`src/rtl/mips_cpu_axi_mem_bridge.sv`:
```
// AXI4-Lite slave to single-port synchronous memory bridge, one transaction at a time, writes before reads.
// Latency: bvalid 2 cycles after the last of AW/W; rvalid RD_LATENCY+2 cycles after the AR handshake.
// Backpressure: bvalid/rvalid hold until bready/rready; no new address is accepted until the response completes.
module mips_cpu_axi_mem_bridge #(
    parameter int unsigned ADDR_WIDTH = 14,
    parameter int unsigned MEM_WORDS  = 4096,
    parameter int unsigned RD_LATENCY = 1
) (
    input  logic                  mips_cpu_clk,
    input  logic                  mips_cpu_reset_n,
    input  logic [ADDR_WIDTH-1:0] mips_cpu_axi_if_awaddr,
    input  logic                  mips_cpu_axi_if_awvalid,
    output logic                  mips_cpu_axi_if_awready,
    input  logic [31:0]           mips_cpu_axi_if_wdata,
    input  logic [3:0]            mips_cpu_axi_if_wstrb,
    input  logic                  mips_cpu_axi_if_wvalid,
    output logic                  mips_cpu_axi_if_wready,
    output logic [1:0]            mips_cpu_axi_if_bresp,
    output logic                  mips_cpu_axi_if_bvalid,
    input  logic                  mips_cpu_axi_if_bready,
    input  logic [ADDR_WIDTH-1:0] mips_cpu_axi_if_araddr,
    input  logic                  mips_cpu_axi_if_arvalid,
    output logic                  mips_cpu_axi_if_arready,
    output logic [31:0]           mips_cpu_axi_if_rdata,
    output logic [1:0]            mips_cpu_axi_if_rresp,
    output logic                  mips_cpu_axi_if_rvalid,
    input  logic                  mips_cpu_axi_if_rready,
    output logic [ADDR_WIDTH-3:0] mem_addr,
    output logic                  mem_wen,
    output logic [3:0]            mem_wstrb,
    output logic [31:0]           mem_wdata,
    output logic                  mem_ren,
    input  logic [31:0]           mem_rdata
);
    localparam int unsigned IDX_W = ADDR_WIDTH - 2;

    typedef enum logic [2:0] {
        IDLE, WR_COLLECT, WR_MEM, WR_RESP, RD_MEM, RD_WAIT, RD_RESP
    } state_t;

    state_t           state;
    logic             aw_got;
    logic             w_got;
    logic [IDX_W-1:0] addr_q;
    logic [31:0]      wdata_q;
    logic [3:0]       wstrb_q;
    logic [1:0]       lat_cnt;

    logic aw_hs;
    logic w_hs;
    logic aw_next;
    logic w_next;
    logic addr_ok;
    logic unused_addr_lsbs;

    assign aw_hs   = mips_cpu_axi_if_awvalid & mips_cpu_axi_if_awready;
    assign w_hs    = mips_cpu_axi_if_wvalid & mips_cpu_axi_if_wready;
    assign aw_next = aw_got | aw_hs;
    assign w_next  = w_got | w_hs;
    assign addr_ok = (32'(addr_q) < MEM_WORDS);
    // Byte offsets are dropped: every access is a full word with strobes.
    assign unused_addr_lsbs = &{1'b0, mips_cpu_axi_if_awaddr[1:0], mips_cpu_axi_if_araddr[1:0]};

    // Transaction FSM with all AXI and memory outputs registered.
    always_ff @(posedge mips_cpu_clk or negedge mips_cpu_reset_n) begin
        if (!mips_cpu_reset_n) begin
            state                   <= IDLE;
            aw_got                  <= 1'b0;
            w_got                   <= 1'b0;
            addr_q                  <= '0;
            wdata_q                 <= '0;
            wstrb_q                 <= '0;
            lat_cnt                 <= '0;
            mips_cpu_axi_if_awready <= 1'b0;
            mips_cpu_axi_if_wready  <= 1'b0;
            mips_cpu_axi_if_arready <= 1'b0;
            mips_cpu_axi_if_bvalid  <= 1'b0;
            mips_cpu_axi_if_bresp   <= 2'b00;
            mips_cpu_axi_if_rvalid  <= 1'b0;
            mips_cpu_axi_if_rresp   <= 2'b00;
            mips_cpu_axi_if_rdata   <= '0;
            mem_addr                <= '0;
            mem_wen                 <= 1'b0;
            mem_wstrb               <= '0;
            mem_wdata               <= '0;
            mem_ren                 <= 1'b0;
        end else begin
            mem_wen <= 1'b0;
            mem_ren <= 1'b0;
            case (state)
                IDLE, WR_COLLECT: begin
                    if (aw_hs) addr_q <= mips_cpu_axi_if_awaddr[ADDR_WIDTH-1:2];
                    if (w_hs) begin
                        wdata_q <= mips_cpu_axi_if_wdata;
                        wstrb_q <= mips_cpu_axi_if_wstrb;
                    end
                    aw_got                  <= aw_next;
                    w_got                   <= w_next;
                    mips_cpu_axi_if_awready <= ~aw_next;
                    mips_cpu_axi_if_wready  <= ~w_next;
                    if (aw_next && w_next) begin
                        mips_cpu_axi_if_awready <= 1'b0;
                        mips_cpu_axi_if_wready  <= 1'b0;
                        state                   <= WR_MEM;
                    end else if (aw_next || w_next) begin
                        state <= WR_COLLECT;
                    end else if (mips_cpu_axi_if_arready) begin
                        // AR offered this cycle with the write channels closed.
                        mips_cpu_axi_if_arready <= 1'b0;
                        if (mips_cpu_axi_if_arvalid) begin
                            addr_q                  <= mips_cpu_axi_if_araddr[ADDR_WIDTH-1:2];
                            mips_cpu_axi_if_awready <= 1'b0;
                            mips_cpu_axi_if_wready  <= 1'b0;
                            state                   <= RD_MEM;
                        end
                    end else if (mips_cpu_axi_if_arvalid && !mips_cpu_axi_if_awvalid
                                 && !mips_cpu_axi_if_wvalid) begin
                        // Close the write channels while AR is offered so a write cannot slip in.
                        mips_cpu_axi_if_arready <= 1'b1;
                        mips_cpu_axi_if_awready <= 1'b0;
                        mips_cpu_axi_if_wready  <= 1'b0;
                    end
                end
                WR_MEM: begin
                    if (addr_ok) begin
                        mem_wen   <= 1'b1;
                        mem_addr  <= addr_q;
                        mem_wdata <= wdata_q;
                        mem_wstrb <= wstrb_q;
                    end
                    mips_cpu_axi_if_bresp <= addr_ok ? 2'b00 : 2'b10;
                    aw_got                <= 1'b0;
                    w_got                 <= 1'b0;
                    state                 <= WR_RESP;
                end
                WR_RESP: begin
                    if (!mips_cpu_axi_if_bvalid) begin
                        mips_cpu_axi_if_bvalid <= 1'b1;
                    end else if (mips_cpu_axi_if_bready) begin
                        mips_cpu_axi_if_bvalid  <= 1'b0;
                        mips_cpu_axi_if_awready <= 1'b1;
                        mips_cpu_axi_if_wready  <= 1'b1;
                        state                   <= IDLE;
                    end
                end
                RD_MEM: begin
                    if (addr_ok) begin
                        mem_ren  <= 1'b1;
                        mem_addr <= addr_q;
                    end
                    lat_cnt <= '0;
                    state   <= RD_WAIT;
                end
                RD_WAIT: begin
                    // Count the memory pipeline; data is sampled once it has settled.
                    if (32'(lat_cnt) == RD_LATENCY) begin
                        mips_cpu_axi_if_rdata  <= addr_ok ? mem_rdata : 32'h0;
                        mips_cpu_axi_if_rresp  <= addr_ok ? 2'b00 : 2'b10;
                        mips_cpu_axi_if_rvalid <= 1'b1;
                        state                  <= RD_RESP;
                    end else begin
                        lat_cnt <= lat_cnt + 2'd1;
                    end
                end
                RD_RESP: begin
                    if (mips_cpu_axi_if_rready) begin
                        mips_cpu_axi_if_rvalid  <= 1'b0;
                        mips_cpu_axi_if_awready <= 1'b1;
                        mips_cpu_axi_if_wready  <= 1'b1;
                        state                   <= IDLE;
                    end
                end
                default: state <= IDLE;
            endcase
        end
    end
endmodule
```
`config.mk`:
```
export PLATFORM = sky130hd
export DESIGN_NAME = mips_cpu_axi_mem_bridge
export DESIGN_NICKNAME = d
export VERILOG_FILES = /design/src/rtl/mips_cpu_axi_mem_bridge.sv
export SDC_FILE = /design/constraint.sdc
export NUM_CORES = 1
export LEC_CHECK = 0
export BUFFER_PORTS_ARGS = -buffer_cell sky130_fd_sc_hd__buf_2
export CAP_MARGIN = 30
export CORE_MARGIN = 2
export CORE_UTILIZATION = 40
export CTS_CLUSTER_DIAMETER = 40
export DETAILED_ROUTE_END_ITERATION = 10
export GPL_ROUTABILITY_DRIVEN = 0
export GPL_TIMING_DRIVEN = 1
export MAX_ROUTING_LAYER = met4
export PLACE_DENSITY = 0.71
export SYNTH_ARGS = -nofsm -noshare
export SYNTH_HDL_FRONTEND = slang
export SYNTH_SLANG_ARGS = --single-unit
```
`constraint.sdc`:
```
create_clock -name mips_cpu_clk -period 2.8 [get_ports mips_cpu_clk]
set_clock_uncertainty 0.1 [all_clocks]
set_input_delay 0.14 -clock mips_cpu_clk [delete_from_list [all_inputs] [get_ports mips_cpu_clk]]
set_output_delay 0.14 -clock mips_cpu_clk [all_outputs]
set_load 0.02 [all_outputs]
```
== Word-level counts from Yosys, hierarchy flattened ==
Index checks and enable logic that the tools add are counted.
Storage, ports and cells
  bits in registers: 142
  output and inout port bits: 91
  word-level logic and storage cells: 103
Operators by class
  $add $sub $neg: 1
  equality and inequality tests: 14
  multiplexer cells: 42
  bitwise operators: 8
  reduce and logical (&&, ||, !) cells: 20
Operators by type and width (number)
  12-bit two-way mux: 5
  3-bit two-way mux: 8
  1-bit two-way mux: 21
  3-bit one-hot mux with 6 select lines: 1
  2-bit inequality test (second input constant): 5
  3-bit equality test (second input constant): 3
  4-bit inequality test (second input constant): 2
  3-bit by 2-bit equality test with 1-bit output (second input constant): 2
  1-bit one-hot mux with 2 select lines: 3
  1-bit one-hot mux with 3 select lines: 2
  2-bit AND reduction: 3
  3-bit AND reduction: 2
  6-bit AND reduction: 1
  2-bit nonzero test: 3
  1-bit NOT: 4
  2-bit one-hot mux with 2 select lines: 1
  4-bit AND reduction: 1
  2-bit OR reduction: 2
  3-bit by 1-bit equality test with 1-bit output (second input constant): 1
  1-bit logical AND: 3
  3-bit logical NOT: 1
  3-bit nonzero test: 1
  2-bit by 1-bit adder with 2-bit output (second input constant): 1
  1-bit AND: 2
  other kinds (5): 7

== Depth between registers and ports, before layout ==
Gate-level depths: netlist of the first run.
  word-level depth: 8
  depth in mapped cells: 7
  depth with buffers taken out: 6

== Worst setup path after synthesis of the first run ==
OpenSTA, ideal clock, no wires.
  path kind: register to register
  from: register mips_cpu_axi_if_awready
  to: register addr_q[0]
  library setup time: 130 ps
  data arrival time: 1871 ps
  data required time: 2570 ps
  setup slack: 700 ps
  stages on the path, launching flop included: 8
  buffers on the path: 1
  period minus slack after synthesis: 2100 ps
  path through: dfrtp_1 > a21oi_1 > inv_1 > ha_1 > nand4b_1 > a21o_1 > clkbuf_1 > o2bb2ai_1
Between the ends
  longest elaborated chain between the ends: 6
RTL lines
  from (decl): RTL line 13  | output logic mips_cpu_axi_if_awready,
  from (signal assigned): RTL line 99  | mips_cpu_axi_if_awready <= ~aw_next;
  1-bit AND (*): RTL line 56  | assign aw_hs = mips_cpu_axi_if_awvalid & mips_cpu_axi_if_awready;
  12-bit two-way mux: RTL line 92  | if (aw_hs) addr_q <= mips_cpu_axi_if_awaddr[ADDR_WIDTH-1:2];
  12-bit two-way mux: RTL line 110  | if (mips_cpu_axi_if_arvalid) begin
  12-bit two-way mux: RTL line 107  | end else if (mips_cpu_axi_if_arready) begin
  12-bit two-way mux: RTL line 105  | end else if (aw_next || w_next) begin
  12-bit two-way mux (*): RTL line 101  | if (aw_next && w_next) begin
  to (signal assigned): RTL line 92
  to (signal assigned): RTL line 111  | addr_q <= mips_cpu_axi_if_araddr[ADDR_WIDTH-1:2];
  to (decl): RTL line 44  | logic [IDX_W-1:0] addr_q;
Every way passes the cells marked *; elsewhere a longest branch is shown, timed or not.
A chain may end at the register's enable or synchronous reset.

== Final worst setup path of the first run ==
  from: register mips_cpu_axi_if_awready
  to: register addr_q[11]
Same word-level chain as after synthesis.

==> results of run 1 <==
[stage by stage]
| step | cell area (um^2) | total power, W | std cells |
|---|---|---|---|
| floorplan | 5760 | 0.00607 | 391 |
| global placement | 6850 | 0.00707 | 737 |
| detailed placement | 6850 | 0.00726 | 737 |
| CTS | 8310 | 0.00981 | 851 |
| global route | 8310 | 0.0103 | 851 |
| finish | 8310 | 0.00970 | 851 |
[sequential cells by signal (all words and copies together), names as in the netlist]
register,flops
wdata_q,32
lat_cnt,2
mem_addr,12
w_got,1
mips_cpu_axi_if_awready,1
mem_ren,1
aw_got,1
mem_wstrb,4
mem_wdata,32
mem_wen,1
state,3
mips_cpu_axi_if_arready,1
mips_cpu_axi_if_wready,1
mips_cpu_axi_if_rvalid,1
wstrb_q,4
mips_cpu_axi_if_bvalid,1
mips_cpu_axi_if_rdata,32
addr_q,12
[timing repair]
item | in CTS | in global routing
hold buffers | 82 | 0
setup buffers | 0 | 0
gates resized for setup | 0 | 0
hold endpoints to repair | 150 | 0
[critical path, stage by stage, from the launching register on]
cell and delay, ps:
dfrtp_1 540, a21oi_1 330, inv_1 110, ha_1 260, nand4b_1 180, buf_4 220
a21o_1 340, o2bb2ai_1 180
[cells by family (layout without fill, tap and decap cells)]
kind of cell	Yosys count	in the layout
DFF	142	142
muxes	130	130
and+or+nand+nor	42	42
AOI/OAI and AO/OA	38	38
buffers and inverters	31	311
adders and majority gates	4	4
other	1	4
[worst max-delay path by stage]
stage | end | start | slack, ps
after floorplan | addr_q[0] | mips_cpu_axi_if_awready | 700
after global placement | addr_q[11] | mips_cpu_axi_if_awready | 520
after detailed placement | addr_q[10] | mips_cpu_axi_if_awready | 410
after CTS | addr_q[5] | mips_cpu_axi_if_awready | 400
after global routing | addr_q[11] | mips_cpu_axi_if_awready | 230
final | addr_q[11] | mips_cpu_axi_if_awready | 390
[area by class of cell]
cell class	instances	share of cell area [%]
tap	180	2.71
sequential	142	42.8
clock inverter	11	2.27
inverter	6	0.271
clock buffer	21	5.42
multi-input combinational	218	24.7
timing repair buffer	273	21.8
[metal layers]
metal	wire length [um]	track usage, %	up-vias
li1	-	-	1928
met1	5450	20.6	2037
met2	6370	29.2	151
met3	1010	6.00	13
met4	129	5.83	0
met5	0	-	-
[power by group]
| group | leakage [nW] | internal (W) | switching (W) | total [W] |
|---|---|---|---|---|
| Clock | 0.307 | 0.00160 | 0.000821 | 0.00242 |
| Combinational | 1.98 | 0.00170 | 0.00191 | 0.00361 |
| Sequential | 1.70 | 0.00308 | 0.000592 | 0.00367 |
| Total | 3.99 | 0.00638 | 0.00332 | 0.00970 |
[Yosys cell counts, types with 2 or more instances]
cell type,count
inv_1,6
o21ai_0,4
a31oi_1,3
clkbuf_1,6
a21oi_1,7
o22a_1,2
nand4b_1,2
o2bb2ai_1,12
nand2_1,7
dfrtp_1,142
and3_1,12
buf_2,7
mux2_1,32
a311oi_1,2
nor2_1,8
mux2_2,86
buf_6,2
mux2i_1,12
nand2b_1,2
buf_4,10
nor4b_1,2
ha_1,4
nand3_1,2
==> results.py, run 1 <==
metrics = {
    "timing": {
        "worst_pin_slew_ps": 769,
        "hold_violations": 0,
        "grt_setup_unrepaired": "no",
        "maxSlewHeadroom_pct": 48.5,
        "setup_violations": 0,
        "fin_crit_sh_pct": 86.0,
        "layout_setup_ws_ps": 391,
        "holdWs_ps": 18.0,
        "fin_tns_setup_ps": 0,
        "fmax_ghz": 0.415,
        "final_max_slew_viol_count": 0,
        "fin_crit_ps": 2410,
    },
    "yosys": {
        "synthAdderAreaFrac_pct": 0.870,
        "synthArstFlopShare_pct": 100,
        "syn_avg_cell_area_um2": 14.8,
        "synthSimpleGateAreaFrac_pct": 4.15,
        "ys_seq_area_share_pct": 61.8,
        "syn_area_um2": 5750,
        "synthTopCellsByArea": "dfrtp_1 62%, mux2_2 17%, mux2_1 6.3%",
        "ys_types": 39,
        "synth_top_area_cell": "dfrtp_1",
        "ys.flop_type": "dfrtp_1",
        "synth_edf_count": 0,
        "synth-warning-count": 0,
        "synth-xor-area-share_pct": 0,
        "synth_top_area_share_pct": 61.8,
        "synth-compound-area-share_pct": 4.87,
        "synth_seq_cells": 142,
        "muxShareOfSynthArea_pct": 25.2,
        "netlist_instances": 388,
        "synth_top_family_by_area": "multiplexers",
    },
    "hold_path": {
        "min_to": "mips_cpu_axi_if_rvalid",
        "min_path_type": "input pin to register",
        "worstHoldStart": "mips_cpu_axi_if_rready",
        "holdPathStages": 4,
    },
    "floorplan": {
        "fp-row-count": 43,
        "dieWidth_um": 124,
        "ios": 194,
        "dieArea_um2": 15400,
        "design.core.area_um2": 14000,
        "fp.dieH_um": 124,
        "start_util_pct": 41.1,
    },
    "layout": {
        "final_common_cell": "buf_2",
        "fillers": 1081,
        "seq_area_um2": 3550,
        "num_antenna_cells": 0,
        "final_cell_mix": "184 x buf_2, 142 x dfrtp_1, 86 x mux2_2",
        "area_delta_synth_final_pct": 44.4,
        "final_nets": 765,
        "final_core_util_pct": 59.4,
        "drive_gt1_share_pct": 46.3,
        "multiInputGateArea_um2": 2060,
    },
    "worst_setup_path": {
        "reg2reg_depth": 7,
        "cp_max_fo": 17,
        "cp-start-kind": "register",
        "r2r_end": "addr_q[11]",
        "arrival_ps": 2590,
        "criticalPathCategory": "register to register",
        "rr_startpoint": "mips_cpu_axi_if_awready",
        "worstSetupEndpointType": "register",
        "crit_required_ps": 2980,
        "regToRegSetupSlack_ps": 390,
    },
    "cts": {
        "cts_tree": "done",
        "cts.sinks": 142,
        "clk_pin_slew_ps": 60,
        "clock-root-buffer": "clkbuf_16",
        "cts_buffer_depth": 2,
        "cts_max_level": 4,
        "clk_latency_ps": 420,
        "cts_made_buffers": 17,
    },
    "drt": {
        "drc": 0,
        "routedWlPerCell_um": 15.2,
        "finalWirelength_um": 13000,
        "ant_nets": 0,
        "first_pass_iters": 4,
        "drtIter0Drc": 162,
        "vias": 4129,
        "avgViaCountPerCell": 4.85,
    },
    "job": {
        "drv_cap": 0,
    },
    "global_route": {
        "grt_pass1_wl_um": 20400,
        "track_usage_pct": 17.8,
        "antenna_found_initial": 0,
        "grt_max_degree": 72,
        "grt_pass1_vias": 4313,
        "grt-ovfl-total": 0,
    },
    "placement": {
        "dp_hpwl_um": 8390,
        "portBuffers": 185,
        "pre_cts_ws_ps": 415,
    },
    "pwr": {
        "power_density_nw_per_um2": 1170,
        "ir_drop_uv": 620,
        "power_leakage_nw": 3.99,
    },
    "run_status": {
        "outcome": "completed",
    },
}
(Power assumes the default switching activity.)
==> run 2, diff against run 1 <==
Settings changed: BUFFER_PORTS_ARGS -buffer_cell sky130_fd_sc_hd__buf_2 to not set, DONT_BUFFER_PORTS set to 1, PLACE_DENSITY 0.71 to 0.59.
==> results.py, run 2 (synthesis gave the netlist of run 1 again) <==
metrics = {
    "pwr": {
        "ir_drop_uv": 552,
        "power.switching_w": 0.00310,
        "p_sw_share_pct": 35.2,
        "power_density_nw_per_um2": 1180,
        "power_leakage_nw": 3.25,
        "seq_power_share_pct": 51.7,
        "p_clk_share_pct": 24.0,
        "comb_power_share_pct": 24.3,
        "p_int_w": 0.00570,
    },
    "layout": {
        "fillers": 1178,
        "num_antenna_cells": 0,
        "final_core_util_pct": 53.2,
        "multiInputGateArea_um2": 2060,
        "final_area_um2": 7440,
        "final_cell_mix": "142 x dfrtp_1, 95 x dlygate4sd3_1, 86 x mux2_2",
        "seq_area_um2": 3550,
        "instances_no_fill": 679,
        "top_regs": "mem_wdata x32, mips_cpu_axi_if_rdata x32, wdata_q x32",
        "final_nets": 594,
        "drive_gt1_share_pct": 25.5,
        "final_common_cell": "dfrtp_1",
        "area_delta_synth_final_pct": 29.3,
    },
    "worst_setup_path": {
        "cp-start-kind": "register",
        "criticalPathCategory": "register to register",
        "crit_slowest_cell": "dlygate4sd3_1",
        "cp_max_fo": 12,
        "cpPeakStageDelay_ps": 580,
        "arrival_ps": 2740,
        "crit_required_ps": 2980,
        "worstSetupEndpointType": "register",
        "path_cells": "a21oi_2, inv_1, ha_1, nand4b_1, buf_4, mux2i_1, dlygate4sd3_1, o2bb2ai_1",
        "critical-path-top-delay-family": "buffers and inverters",
        "critPathBufInv": 3,
    },
    "timing": {
        "hold_violations": 142,
        "fin_crit_sh_pct": 91.5,
        "fmax_ghz": 0.390,
        "setup_violations": 0,
        "fin_tns_setup_ps": 0,
        "holdWs_ps": -669,
        "final_max_slew_viol_count": 0,
        "fin_crit_ps": 2560,
        "grt_setup_unrepaired": "no",
    },
    "floorplan": {
        "design.core.area_um2": 14000,
        "dieArea_um2": 15400,
        "fp-row-count": 43,
        "start_util_pct": 41.1,
        "dieWidth_um": 124,
        "ios": 194,
        "fp.dieH_um": 124,
    },
    "placement": {
        "portBuffers": 0,
        "dp_cells": 553,
        "dp_hpwl_um": 7400,
        "placed_cell_area_um2": 5920,
    },
    "drt": {
        "drtIter0Drc": 72,
        "ant_nets": 0,
        "routedWlPerCell_um": 17.6,
        "drc": 0,
        "finalWirelength_um": 12000,
        "vias": 3464,
        "first_pass_iters": 4,
        "avgViaCountPerCell": 5.10,
    },
    "global_route": {
        "grt-ovfl-total": 0,
        "grt_max_degree": 143,
        "antenna_found_initial": 0,
        "track_usage_pct": 16.4,
        "grt_pass1_wl_um": 18400,
        "grt_pass1_vias": 3643,
    },
    "cts": {
        "cts_made_buffers": 17,
        "cts_tree": "done",
        "cts.hold.buffers_added": 95,
        "clock-root-buffer": "clkbuf_16",
        "clk_latency_ps": 400,
        "cts_buffer_depth": 2,
        "cts.sinks": 142,
        "cts_max_level": 4,
        "clk_pin_slew_ps": 60,
    },
    "run_status": {
        "violations": "negative hold slack",
        "outcome": "finished with violations",
    },
    "job": {
        "drv_cap": 0,
    },
    "hold_path": {
        "min_path_type": "input pin to asynchronous set/reset pin",
    },
}
[run 2: cell types whose count changed in the layout (fill, tap and decap cells not counted), sizes merged]
cell	before	now
bufinv	5	1
clkinvlp	2	1
dlygate4sd3	82	95
buf	191	7
clkbuf	21	25
[run 2: cell type report]
cell class	count	share of cell area, %
Sequential cell	142	47.8
Multi-Input combinational cell	218	27.7
Timing Repair Buffer	102	13.7
Clock buffer	25	6.79
Tap cell	180	3.03
Clock inverter	6	0.774
Inverter	6	0.303
[run 2: stage by stage]
stage | setup WS, ps | hold slack [ps] | total power [W]
6_report | 237 | -669 | 0.00881
3_3_place_gp | 726 | -253 | 0.00651
4_1_cts | 181 | -691 | 0.00893
3_5_place_dp | 679 | -253 | 0.00663
2_1_floorplan | 700 | -256 | 0.00607
5_1_grt | 85.1 | -693 | 0.00935
[run 2: per-layer routing]
metal	GRT usage (%)	vias up	share of wire, %
met5	-	-	0
met3	5.86	17	8.3
met1	18.5	1738	41
li1	-	1579	-
met2	26.4	130	49
met4	6.88	0	1.7
[run 2: worst paths after layout]
check,from,to,slack [ps],cells after the start
setup reg to reg,mips_cpu_axi_if_wready,addr_q[0],240,8
max in group asynchronous,mips_cpu_reset_n,mips_cpu_axi_if_rdata[11],3030,0
hold reg to reg,addr_q[8],addr_q[8],380,1
min in group mips_cpu_clk,mips_cpu_axi_if_awaddr[6],addr_q[4],10,3
setup / recovery,mips_cpu_axi_if_wready,addr_q[0],240,8
hold / removal,mips_cpu_reset_n,mem_addr[9],-670,0
[run 2: repair_timing]
| action | 4_1_cts | 5_1_grt |
|---|---|---|
| setup endpoints to repair | 0 | 4 |
| setup buffers | 0 | 0 |
| endpoints found under the hold margin | 231 | 142 |
| resized for setup | 0 | 1 |
[run 2: power by group through the flow]
| stage | Combinational, W | Clock [W] | Sequential, W |
|---|---|---|---|
| 3_5_place_dp | 0.00204 | 0 | 0.00459 |
| 6_report | 0.00214 | 0.00211 | 0.00455 |
| 2_1_floorplan | 0.00176 | 0 | 0.00431 |
| 5_1_grt | 0.00237 | 0.00228 | 0.00470 |
| 4_1_cts | 0.00217 | 0.00219 | 0.00457 |
| 3_3_place_gp | 0.00195 | 0 | 0.00456 |
==> run 3, diff against run 2 <==
==> constraint.sdc (replaced) <==
create_clock -name mips_cpu_clk -period 2.8 [get_ports mips_cpu_clk]
set_clock_uncertainty 0.1 [all_clocks]
set_input_delay 0.56 -clock mips_cpu_clk [delete_from_list [all_inputs] [get_ports mips_cpu_clk]]
set_output_delay 0.56 -clock mips_cpu_clk [all_outputs]
set_load 0.02 [all_outputs]
==> results.py, run 3 (synthesis gave the netlist of run 1 again) <==
metrics = {
    "run_status": {
        "outcome": "finished with violations",
        "violations": "negative hold slack",
    },
    "layout": {
        "final_core_util_pct": 46.7,
        "multiInputGateArea_um2": 2060,
        "area_delta_synth_final_pct": 13.5,
        "fillers": 1222,
        "top_regs": "mem_wdata x32, mips_cpu_axi_if_rdata x32, wdata_q x32",
        "drive_gt1_share_pct": 31.4,
        "seq_area_um2": 3550,
        "final_common_cell": "dfrtp_1",
        "instances_no_fill": 586,
        "final_cell_mix": "142 x dfrtp_1, 86 x mux2_2, 32 x mux2_1",
        "final_nets": 499,
    },
    "worst_setup_path": {
        "crit_required_ps": 2980,
        "cp-start-kind": "register",
        "criticalPathCategory": "register to register",
        "worstSetupEndpointType": "register",
        "cp_max_fo": 12,
        "rr_startpoint": "mips_cpu_axi_if_wready",
        "arrival_ps": 2330,
        "crit_start": "mips_cpu_axi_if_wready",
    },
    "timing": {
        "setup_violations": 0,
        "fin_crit_sh_pct": 76.7,
        "hold_violations": 142,
        "fin_tns_setup_ps": 0,
        "grt_setup_unrepaired": "no",
        "final_max_slew_viol_count": 0,
        "fin_crit_ps": 2150,
        "holdWs_ps": -258,
        "fmax_ghz": 0.466,
        "layout_setup_ws_ps": 652,
    },
    "pwr": {
        "power_leakage_nw": 2.90,
        "ir_drop_uv": 630,
        "power_density_nw_per_um2": 1350,
    },
    "placement": {
        "dp_cells": 553,
        "portBuffers": 0,
        "pre_cts_ws_ps": 587,
        "dp_hpwl_um": 7360,
    },
    "global_route": {
        "track_usage_pct": 15.1,
        "antenna_found_initial": 1,
        "grt_max_degree": 143,
        "grt_pass1_vias": 3278,
        "grt-ovfl-total": 0,
        "grt_pass1_wl_um": 16500,
    },
    "floorplan": {
        "start_util_pct": 41.1,
        "dieArea_um2": 15400,
        "dieWidth_um": 124,
        "ios": 194,
        "design.core.area_um2": 14000,
        "fp.dieH_um": 124,
        "fp-row-count": 43,
    },
    "drt": {
        "avgViaCountPerCell": 5.41,
        "first_pass_iters": 4,
        "vias": 3169,
        "drtIter0Drc": 94,
        "finalWirelength_um": 11100,
        "ant_nets": 0,
        "drc": 0,
        "routedWlPerCell_um": 19.0,
    },
    "cts": {
        "cts_tree": "done",
        "cts-resized-gates": 0,
        "clk_latency_ps": 410,
        "cts_max_level": 4,
        "clock-root-buffer": "clkbuf_16",
        "cts_buffer_depth": 2,
        "cts_made_buffers": 17,
        "cts.sinks": 142,
        "cts_setup_buffers": 0,
        "clk_pin_slew_ps": 60,
    },
    "job": {
        "drv_cap": 0,
    },
    "hold_path": {
        "min_path_type": "input pin to asynchronous set/reset pin",
    },
}
run 3: changes by cell type in the layout (fill, tap and decap cells not counted), sizes merged:
cell         previous run  this run
diode                   0         1
clkinv                  4         3
clkbuf                 25        27
dlygate4sd3            95         0
bufinv                  1         2
clkinvlp                1         0
run 3: worst max-delay path: stages (launching register included):
cell and delay, ps:
dfrtp_1 490, a21oi_1 300, inv_1 100, ha_1 250, nand4b_1 220, a21o_1 360, o2bb2ai_1 200
run 3: power breakdown:
group,switching (W),internal (W)
clock network,0.000789,0.00147
logic,0.000815,0.00119
registers,0.00146,0.00308
run 3: through the flow:
stage | cell area (um^2) | total power (W) | hold WS (ps)
2_1_floorplan | 5760 | 0.00607 | 164
3_3_place_gp | 5920 | 0.00651 | 167
3_5_place_dp | 5920 | 0.00662 | 167
4_1_cts | 6530 | 0.00894 | -281
5_1_grt | 6530 | 0.00933 | -289
6_report | 6530 | 0.00880 | -258
run 3: routing by layer:
metal	routed length (um)	global-route usage, %	vias to the layer above
met5	0	-	-
met1	4400	16.5	1623
met2	5300	23.1	134
met4	142	6.18	0
li1	-	-	1397
met3	1260	8.01	15
run 3: path summary, 6_finish.rpt:
kind | endpoint | slack [ps] | depth (start not counted)
worst max-delay path | addr_q[6] | 650 | 6
min in group mips_cpu_clk | mips_cpu_axi_if_rdata[24] | 170 | 1
worst min register to register | addr_q[3] | 390 | 1
max in group asynchronous | wdata_q[30] | 2550 | 0
worst min-delay path | addr_q[9] | -260 | 0
worst max register to register | addr_q[6] | 650 | 6
run 3: area by class of cell:
| class | instances | area share [%] |
|---|---|---|
| Antenna cell | 1 | 0.0383 |
| Clock buffer | 27 | 8.16 |
| Clock inverter | 5 | 1.15 |
| Inverter | 6 | 0.345 |
| Multi-Input combinational cell | 218 | 31.5 |
| Sequential cell | 142 | 54.4 |
| Tap cell | 180 | 3.45 |
| Timing Repair Buffer | 7 | 0.996 |
